[src/rtl/mux_arb_pkg.sv]
// Shared types and constants for the round-robin 8:1 bit-mux arbiter.
// The requester count is tied to the mux width, so these values are fixed.
package mux_arb_pkg;
  localparam int N_REQ = 8;
  localparam int SEL_W = 3;

  typedef enum logic {IDLE, GRANT} arb_state_t;

  function automatic logic [N_REQ-1:0] onehot_of(input logic [SEL_W-1:0] idx);
    logic [N_REQ-1:0] v;
    v = '0;
    v[idx] = 1'b1;
    return v;
  endfunction
endpackage

[src/rtl/EightToOneMux.sv]
// Plain 8:1 single-bit multiplexer used for the shared serial output bit.
module EightToOneMux
  import mux_arb_pkg::*;
(
  input  logic [N_REQ-1:0] input_lines,
  input  logic [SEL_W-1:0] selector_bits,
  output logic             output_line
);
  assign output_line = input_lines[selector_bits];
endmodule

[src/rtl/rr_pick8.sv]
// Combinational round-robin pick: the scan starts just after last_ptr and wraps.
// The request vector is rotated, priority-encoded, then the offset is un-rotated.
module rr_pick8
  import mux_arb_pkg::*;
(
  input  logic [N_REQ-1:0] req,
  input  logic [SEL_W-1:0] last_ptr,
  output logic             any,
  output logic [SEL_W-1:0] idx
);
  logic [SEL_W-1:0] start;
  logic [N_REQ-1:0] rot;
  logic [SEL_W-1:0] off;

  assign start = last_ptr + SEL_W'(1);

  // rot[0] is the requester with the highest priority this round
  for (genvar gi = 0; gi < N_REQ; gi++) begin : g_rot
    assign rot[gi] = req[start + SEL_W'(gi)];
  end

  always_comb begin
    off = '0;
    for (int i = N_REQ - 1; i >= 0; i--) begin
      if (rot[i]) off = SEL_W'(i);
    end
  end

  assign any = |req;
  assign idx = off + start;
endmodule

[src/rtl/mux_rr_arbiter.sv]
// Round-robin arbiter for eight requesters sharing one serial bit over valid/ready.
// A grant lasts at most HOLD_MAX accepted beats; each release costs one idle cycle.
module mux_rr_arbiter
  import mux_arb_pkg::*;
#(
  parameter int HOLD_MAX = 4
) (
  input  logic             clk,
  input  logic             rst_n,
  input  logic [N_REQ-1:0] req,
  input  logic [N_REQ-1:0] data_in,
  input  logic             out_ready,
  output logic [N_REQ-1:0] grant,
  output logic [SEL_W-1:0] sel,
  output logic             out_valid,
  output logic             out_data,
  output logic [3:0]       beat_cnt
);
  localparam logic [3:0] HOLD_LIM = 4'(HOLD_MAX);

  arb_state_t       state_q, state_d;
  logic [N_REQ-1:0] grant_q, grant_d;
  logic [SEL_W-1:0] sel_q, sel_d;
  logic [SEL_W-1:0] last_ptr_q, last_ptr_d;
  logic [3:0]       beat_cnt_q, beat_cnt_d;
  logic             out_valid_q, out_valid_d;

  logic             pick_any;
  logic [SEL_W-1:0] pick_idx;
  logic             xfer;
  logic             release_now;

  rr_pick8 u_pick (
    .req      (req),
    .last_ptr (last_ptr_q),
    .any      (pick_any),
    .idx      (pick_idx)
  );

  EightToOneMux u_mux (
    .input_lines   (data_in),
    .selector_bits (sel_q),
    .output_line   (out_data)
  );

  always_comb begin
    state_d     = state_q;
    grant_d     = grant_q;
    sel_d       = sel_q;
    last_ptr_d  = last_ptr_q;
    beat_cnt_d  = beat_cnt_q;
    out_valid_d = out_valid_q;
    xfer        = out_valid_q & out_ready;
    release_now = 1'b0;
    case (state_q)
      IDLE: begin
        if (pick_any) begin
          state_d     = GRANT;
          grant_d     = onehot_of(pick_idx);
          sel_d       = pick_idx;
          last_ptr_d  = pick_idx;
          beat_cnt_d  = '0;
          out_valid_d = 1'b1;
        end
      end
      GRANT: begin
        // A dropped request ends the grant whether or not a beat moved this cycle
        if (xfer) release_now = (beat_cnt_q + 4'd1 == HOLD_LIM) || !req[sel_q];
        else      release_now = !req[sel_q];
        if (release_now) begin
          state_d     = IDLE;
          grant_d     = '0;
          beat_cnt_d  = '0;
          out_valid_d = 1'b0;
        end else if (xfer) begin
          beat_cnt_d = beat_cnt_q + 4'd1;
        end
      end
      default: state_d = IDLE;
    endcase
  end

  always_ff @(posedge clk or negedge rst_n) begin
    if (!rst_n) begin
      state_q     <= IDLE;
      grant_q     <= '0;
      sel_q       <= '0;
      last_ptr_q  <= SEL_W'(N_REQ - 1);
      beat_cnt_q  <= '0;
      out_valid_q <= 1'b0;
    end else begin
      state_q     <= state_d;
      grant_q     <= grant_d;
      sel_q       <= sel_d;
      last_ptr_q  <= last_ptr_d;
      beat_cnt_q  <= beat_cnt_d;
      out_valid_q <= out_valid_d;
    end
  end

  assign grant     = grant_q;
  assign sel       = sel_q;
  assign out_valid = out_valid_q;
  assign beat_cnt  = beat_cnt_q;
endmodule
[config.mk]
export PLATFORM = sky130hd
export DESIGN_NAME = mux_rr_arbiter
export DESIGN_NICKNAME = d
export VERILOG_FILES = /design/src/rtl/mux_arb_pkg.sv /design/src/rtl/EightToOneMux.sv /design/src/rtl/rr_pick8.sv /design/src/rtl/mux_rr_arbiter.sv
export SDC_FILE = /design/constraint.sdc
export NUM_CORES = 1
export LEC_CHECK = 0
export ABC_AREA = 1
export BUFFER_PORTS_ARGS = -buffer_cell sky130_fd_sc_hd__buf_2
export CORE_MARGIN = 2
export CORE_UTILIZATION = 55
export CTS_CLUSTER_SIZE = 8
export DETAILED_ROUTE_END_ITERATION = 8
export PLACE_DENSITY_LB_ADDON = 0.2
export SLEW_MARGIN = 40
export SYNTH_ARGS = -nofsm -noshare
export SYNTH_HDL_FRONTEND = slang
export SYNTH_SLANG_ARGS = --single-unit
[constraint.sdc]
create_clock -name clk -period 4.3 [get_ports clk]
set_input_delay 1.29 -clock clk [delete_from_list [all_inputs] [get_ports clk]]
set_output_delay 1.29 -clock clk [all_outputs]
set_load 0.01 [all_outputs]
== Word level (Yosys, flattened, before mapping) ==
Cells that the tools add are included.
Widths: inputs -> output; s select.
Storage, ports and cells
  bits in registers: 20
  bits in latches: 0
  memory bits (writable): 0
  memory bits (read-only): 0
  input port bits: 19
  word-level logic and storage cells: 85
  memories kept: 0
Cells by class
  add/subtract/negate cells: 10
  multipliers: 0
  divide/modulo/power cells: 0
  order comparisons: 11
  equal/unequal tests: 4
  shifts and indexed selects: 0
  mux-type cells: 45
  bitwise gates (word level): 2
  reductions and logical operators: 7
Operators by type and width (count)
  $lt 3x4->1 const B: 10
  $bmux 1 s3: 10
  $mux 3: 8
  $mux 1: 17
  $mux 8: 2
  $pmux 8 s2: 1
  $add 3x3->3 const B: 4
  $mux 4: 3
  $pmux 4 s2: 1
  $reduce_or 8->1: 1
  $add 3x1->3 const B: 2
  $add 3x2->3 const B: 2
  $reduce_and 2->1: 3
  $add 4x1->4 const B: 1
  $eq 4x3->1 const B: 1
  $pmux 1 s2: 2
  $add 3x3->3: 1
  $demux 1 s3: 1
  $ge 3x1->1 const B: 1
  $ne 3x1->1 const B: 1
  $ne 2x1->1 const B: 1
  $ne 2x2->1 const B: 1
  $and 1x1->1: 1
  $logic_and 1x1->1: 1
  3 further kinds: 3

== Logic depth before layout (Yosys ltp) ==
Gate-level depths: netlist of the first run.
  depth after elaboration: 19
  gate-level depth with buffers: 25

== Hierarchy ==
Synthesis of the first run repeated with hierarchy kept, for this count alone.
Second synthesis, totals
  cell total of the unflattened synthesis: 301
  area, all modules: 1853.0 um2
By module, submodules not included
  mux_rr_arbiter: instances 1, cells an instance 133, area each 1017.2 um2
  rr_pick8: instances 1, cells an instance 140, area each 725.7 um2
  EightToOneMux: instances 1, cells an instance 28, area each 110.1 um2

== Worst setup path before layout of the first run ==
Ideal clock, no wire load.
  path type: register to register
  start: register last_ptr_q[0]
  end: register sel_q[2] (netlist: sel[2])
  library setup time: 0.122 ns
  arrival time: 3.208 ns
  data required time: 4.178 ns
  slack: 0.970 ns
  cell stages (with the launch flop): 26
  path buffers: 2
  clock period less this slack: 3.330 ns
  cells stage by stage: dfstp_2 > inv_2 > buf_6 > ha_1 > buf_4 > inv_4 > nand2_1 > nand2_1 > nand2_1 > nand2_1 > nand2_1 > nand2_2 > nand3_1 > nand2_1 > nand2_1 > nand2_1 > nand2_1 > a21boi_0 > ha_1 > fa_1 > xor2_1 > inv_1 > nand3_4 > nand2_4 > nand2_2 > o21ai_1
On the way
  cells in the longest elaborated chain, start to end: 13
  elaborated cells between the ends (all ways): 33
RTL lines
  from (decl): line mux_rr_arbiter.sv:24  | logic [SEL_W-1:0] last_ptr_q, last_ptr_d;
  from (signal assigned): line mux_rr_arbiter.sv:88  | last_ptr_q <= SEL_W'(N_REQ - 1);
  from (signal assigned): line mux_rr_arbiter.sv:95  | last_ptr_q <= last_ptr_d;
  $add 3x1->3 *: line rr_pick8.sv:15  | assign start = last_ptr + SEL_W'(1);
  $add 3x3->3: line rr_pick8.sv:19  | assign rot[gi] = req[start + SEL_W'(gi)];
  $bmux 1 s3: line rr_pick8.sv:19
  $mux 1 (implied by the code): line rr_pick8.sv:19
  $mux 3 (8 in series): line rr_pick8.sv:25  | if (rot[i]) off = SEL_W'(i);
  $add 3x3->3 *: line rr_pick8.sv:30  | assign idx = off + start;
  to (signal assigned): line mux_rr_arbiter.sv:94  | sel_q <= sel_d;
  to (decl): line mux_rr_arbiter.sv:23  | logic [SEL_W-1:0] sel_q, sel_d;
Mark *: on every way between the ends. The rest lies on a longest branch, timed or not. The select of a mux whose other input is x is not followed.
A chain may end at the register's enable or synchronous reset.

== Worst setup path after layout of the first run ==
  start: register last_ptr_q[0]
  end: register grant_q[4] (netlist: grant[4])
On the way
  cells in the longest elaborated chain, start to end: 19
  elaborated cells between the ends (all ways): 40
RTL lines
  $add 3x1->3 *: line rr_pick8.sv:15
  $add 3x3->3: line rr_pick8.sv:19
  $bmux 1 s3: line rr_pick8.sv:19
  $mux 1 (implied by the code): line rr_pick8.sv:19
  $mux 3 (8 in series): line rr_pick8.sv:25
  $add 3x3->3 *: line rr_pick8.sv:30
  $lt 3x4->1 (implied by the code) or $ge 3x1->1 (tied branches): line mux_arb_pkg.sv:12  | v[idx] = 1'b1;
  $logic_and 1x1->1 (implied by the code): line mux_arb_pkg.sv:12
  $mux 1 (implied by the code): line mux_arb_pkg.sv:12
  $demux 1 s3 *: line mux_arb_pkg.sv:12
  $mux 8 *: line mux_rr_arbiter.sv:57  | if (pick_any) begin
  $pmux 8 s2 *: line mux_rr_arbiter.sv:55  | case (state_q)
  to (signal assigned): line mux_rr_arbiter.sv:93  | grant_q <= grant_d;
  to (decl): line mux_rr_arbiter.sv:22  | logic [N_REQ-1:0] grant_q, grant_d;
Marks and branches as above.

==> summary.txt, run 1 <==
Initial antenna violation count: 0
Postcts setup bufs: 0
Worst slew pin tran: 0.4378 ns
Post-route ant nets: 0
Top post-synthesis cells by count: 138 x nand2_1, 27 x nand3_1, 24 x inv_1
Worst-Skew Late Latency: 0.31 ns
Clk_skew: 0.001548 ns
Crit start category: register
CTS tree: done
Layout cells sized above 1: 0.1899
Drt pass-1 iters: 4
Hold Slack: 0.4943 ns
Mapped Nets: 306
Post-Route WL: 4037 um
Starting Density: 0.5711
Vias in the first global route: 1567
Syn_area_per_cell: 6.154 sq um
Clock tree buffer depth: 2
Post-synthesis sequential area ratio: 0.2916
Final net count: 342
Synth async-reset ratio: 1.000
Yosys top cell area share: 0.2996
Gate Count Post-Synth: 281
Placeable Area: 3028 sq um
Via density: 5.069
DR top layer: met4
Die H: 60.07 um
Slack of the worst reg-to-reg path: 0.44 ns
Port Buf Inserts: 35
Root buffer cell: clkbuf_4
Max transition margin: 0.7081
Crit. End Element: register
Num ports: 36
Post-layout min period: 3.864 ns
Pins Over Slew Limit: 0
WP data arrival: 4.08 ns
M1 WL: 1908 um
Maximum fanout along the worst path: 17
Cts repair resizes: 0
DRC: 0
Number of synthesized flops with an enable pin: 0
Outcome: finished clean
Met2 wire length: 1912 um
Area Growth Syn to Fin: 14.54%
Dpl cells: 356
TritonCTS Sinks: 20
Setup TNS: 0 ns
Detail Route met3 WL: 132 um
Kind of critical path: reg2reg
Final worst-path cycle share: 0.8986
Diode count: 0
Setup violators final: 0
Worst-path clk slew: 0.11 ns
Cell row count: 20
Hold path depth: 2
DIE WIDTH: 60.07 um
Hold Vio Cnt, Final: 0
Largest net degree at the start of global routing: 21
FF+latch count, synth: 20
Final cell count without fillers: 360
Prevailing post-synth register cell: dfrtp_1
Hold crit path type: reg2reg
H-tree Lvls: 1
Via Count: 1825
R2R cell count: 23
Total grt overflow: 0
Die Area: 3608 sq um
Routed WL per cell: 11.21 um
Dominant cell by count in the synthesized netlist: nand2_1
Synth top area cells: nand2_1 30%, dfrtp_1 25%, nand3_1 7.8%
Max Cap Viol: 0
RSZ-0062 raised after global routing: no
Worst path required time: 4.52 ns
Unique cell type count in the Yosys netlist: 29
Hpwl dp: 3174 um
First-pass GRT wire length: 6734 um
Final RePlAce weighted congestion: 0.9528
Detailed Route Iter0 Violations: 142
Hold-fix buffer count after cts: 0
GRT Overall Usage: 0.2454
Synth area leader: nand2_1
F_max: 258.8 MHz
Post-synth design cell area: 1729 sq um
TritonCTS Buffers: 3
Syn. warnings: 0
cell families (layout without fill, tap and decap cells):
kind of cell    count (synthesis)  in the layout  synth area share
compound gates                 23             23           0.07236
xor+xnor                        3              3           0.01520
fa+ha+maj                       6              6           0.04776
buf+inv                        31             66           0.07815
flops                          20             20            0.2916
simple gates                  198            198            0.4949
critical path: stages (launching register included):
cell and delay (ns):
dfstp_2 0.71, inv_2 0.20, ha_1 0.54, inv_4 0.12
nand2_1 0.08, nand2_1 0.13, nand2_1 0.12, nand2_1 0.05
nand2_1 0.06, nand2_2 0.07, nand3_1 0.06, nand2_1 0.05
nand2_1 0.05, nand2_1 0.04, nand2_1 0.05, a21boi_0 0.09
ha_1 0.22, fa_1 0.37, xor2_1 0.28, inv_1 0.13
nand3_4 0.14, nand2_4 0.08, nand3_1 0.08, nand2_1 0.06
per-stage QoR:
step / instance area (sq um) / worst slack, ns / util
5_1_grt: 1981 / 0.1019 / 0.6541
6_report: 1981 / 0.4362 / 0.6541
3_3_place_gp: 1928 / 0.5896 / 0.6368
4_1_cts: 1981 / 0.4574 / 0.6541
2_1_floorplan: 1729 / 0.9699 / -
3_5_place_dp: 1928 / 0.4636 / 0.6368
layer usage:
metal	up-vias	track usage
met3	10	0.01515
met1	810	0.3278
met5	-	0
met4	0	0.09841
met2	44	0.4130
li1	961	-
placed cells by master, fill, tap and decap left out, drive strengths merged, types with 4 or more instances in the layout:
cell     n
nand3   28
buf     35
dfrtp   17
a21oi    6
o21ai   13
ha       5
nand4    4
nor2    15
inv     27
nand2  148
worst paths after layout:
kind | from | to
max | last_ptr_q[0] | grant[4]
max in group asynchronous | rst_n | last_ptr_q[2]
min in group asynchronous | rst_n | beat_cnt[0]
max reg2reg | last_ptr_q[0] | grant[4]
min reg2reg | grant[2] | grant[2]
min | grant[2] | grant[2]
sequential cells by signal, indices dropped and copies added, names as in the netlist:
name and flops:
last_ptr_q 3, out_valid 1, beat_cnt 4, state_q 1, grant 8, sel 3
cell type report:
| type | count | area (sq um) |
|---|---|---|
| clock buffers | 3 | 22.52 |
| clock inverters | 1 | 30.03 |
| fillers | 298 | 1047 |
| inverters | 27 | 103.9 |
| multi-input cells | 230 | 1090 |
| flip-flops and latches | 20 | 504.2 |
| well taps | 44 | 55.05 |
| repair buffers | 35 | 175.2 |
Power of run 1 is left out: the tool's default activity adds up to more than one toggle a clock period on the data nets, which glitch-free logic cannot reach.
==> run 2: changes to the inputs <==
CORE_UTILIZATION = 45   (was 55)
==> summary.txt, run 2 (synthesis gave the netlist of run 1 again) <==
Outcome: finished clean
Maximum fanout along the worst path: 17 (unchanged)
Die Area: 4355 sq um (+21%)
Detailed Route Iter0 Violations: 116 (-18%)
Root buffer cell: clkbuf_8
Largest net degree at the start of global routing: 21 (unchanged)
H-tree Lvls: 1 (unchanged)
Port Buf Inserts: 35 (unchanged)
Cts repair resizes: 0 (unchanged)
First-pass GRT wire length: 6734 um (unchanged)
Post-layout min period: 3.812 ns (-0.05186 ns)
GRT Overall Usage: 0.1943 (-0.05106)
Post-Route WL: 3906 um (-3.2%)
Max Cap Viol: 0 (unchanged)
Max reg flops: 8 (unchanged)
Post-layout instance area: 1988 sq um (+0.38%)
Starting Density: 0.4688 (-0.1023)
Clk_skew: 0.002226 ns (+0.0006778 ns)
Die H: 65.99 um (+9.9%)
DIE WIDTH: 65.99 um (+9.9%)
Layout cells sized above 1: 0.1899 (unchanged)
Pins Over Slew Limit: 0 (unchanged)
Setup TNS: 0 ns (unchanged)
Num ports: 36 (unchanged)
Post-layout util: 0.5390 (-0.1151)
Final worst-path cycle share: 0.8865 (-0.01206)
Crit path cell chain: inv_2 -> ha_1 -> inv_4 -> nand2_1 -> nand2_1 -> nand2_1 -> nand2_1 -> nand2_1 -> nand2_2 -> nand3_1 -> nand2_1 -> nand2_1 -> nand2_1 -> nand2_1 -> a21boi_0 -> ha_1 -> fa_1 -> xor2_1 -> inv_1 -> nand3_4 -> nand2_4 -> nand2_2 -> o21ai_1
WP data arrival: 3.96 ns (-0.12 ns)
Layer with the highest usage: met2
GR met3 Demand/Resource: 0.005111 (-0.01004)
GRT met1 Usage: 0.2803 (-0.04750)
Clock tree buffer depth: 2 (unchanged)
Worst-path clk slew: 0.07 ns (-0.04 ns)
Final net count: 342 (unchanged)
Routed WL per cell: 10.73 um (-4.3%)
Total grt overflow: 0 (unchanged)
Via density: 4.766 (-6.0%)
Hold crit path type: reg2reg
Commonest non-fill, non-tap cell in the layout: nand2_1
Postcts setup bufs: 0 (unchanged)
Placeable Area: 3689 sq um (+22%)
Via Count: 1735 (-4.9%)
F_max: 262.3 MHz (+1.4%)
Commonest cells after routing, fill and taps aside: 138 x nand2_1, 35 x buf_2, 27 x nand3_1, 24 x inv_1, 17 x dfrtp_1
TritonCTS Sinks: 20 (unchanged)
Cell row count: 22 (+10%)
Hold-fix buffer count after cts: 0 (unchanged)
Crit start category: register
Kind of critical path: reg2reg
Hold Vio Cnt, Final: 0 (unchanged)
Worst path required time: 4.45 ns (-0.07 ns)
Diode count: 0 (unchanged)
Crit. End Element: register
Vias in the first global route: 1572 (+0.32%)
Grt met2 use: 0.3245 (-0.08855)
TritonCTS Buffers: 3 (unchanged)
Hold Slack: 0.4846 ns (-0.009622 ns)
CTS tree: done
DRC: 0 (unchanged)
Max transition margin: 0.7024 (-0.005747)
RSZ-0062 raised after global routing: no
Area Growth Syn to Fin: 14.98%
Final RePlAce weighted congestion: 0.8857 (-7.0%)
Area of placed instances: 1933 sq um (+0.26%)
Crit-path slowest cell: dfstp_2
Worst-Skew Late Latency: 0.26 ns (-0.05 ns)
Post-route ant nets: 0 (unchanged)
Initial antenna violation count: 0 (unchanged)
Setup violators final: 0 (unchanged)
Drt pass-1 iters: 4 (unchanged)
Worst slew pin tran: 0.4448 ns (+0.006977 ns)
Max incr delay on CP: 0.69 ns (-0.02 ns)
Most frequent CP cell: nand2_1
Hpwl dp: 3066 um (-3.4%)
[run 2: critical path, delay by kind of cell (launching register included)]
| family | cells | cell delay [ns] |
|---|---|---|
| DFF | 1 | 0.69 |
| and+or+nand+nor | 14 | 1.02 |
| buffers and inverters | 3 | 0.45 |
| xor gates and xnor gates | 1 | 0.30 |
| adders and majority gates | 3 | 1.10 |
| AOI/OAI and AO/OA | 2 | 0.14 |
[run 2: path summary, 6_finish.rpt]
kind / cells after the start / from / slack [ns] / endpoint
worst max-delay path: 23 / last_ptr_q[0] / 0.49 / sel[2]
worst min-delay path: 2 / grant[2] / 0.48 / grant[2]
worst max register to register: 23 / last_ptr_q[0] / 0.49 / sel[2]
worst min register to register: 2 / grant[2] / 0.48 / grant[2]
max in group asynchronous: 1 / rst_n / 3.01 / last_ptr_q[2]
min in group asynchronous: 1 / rst_n / 0.96 / beat_cnt[0]
[run 2: cell type report]
type                    count  area [sq um]
fillers                   397          1700
multi-input cells         230          1090
flip-flops and latches     20         504.2
repair buffers             35         175.2
inverters                  27         103.9
well taps                  48         60.06
clock buffers               4         55.05
[run 2: per-layer routing]
metal | wire length (um) | share of wire | vias up
met4 | 40 | 0.010 | 0
met1 | 1998 | 0.51 | 754
met2 | 1781 | 0.46 | 20
li1 | - | - | 956
met3 | 86 | 0.022 | 5
met5 | 0 | 0 | -
[run 2: through the flow]
step / cells / setup slack, ns
final: 364 / 0.4881
after global routing: 364 / 0.01979
after CTS: 364 / 0.4754
after detailed placement: 360 / 0.4971
after global placement: 360 / 0.5599
after floorplan: 281 / 0.9699
Power of run 2 is left out for the same reason.
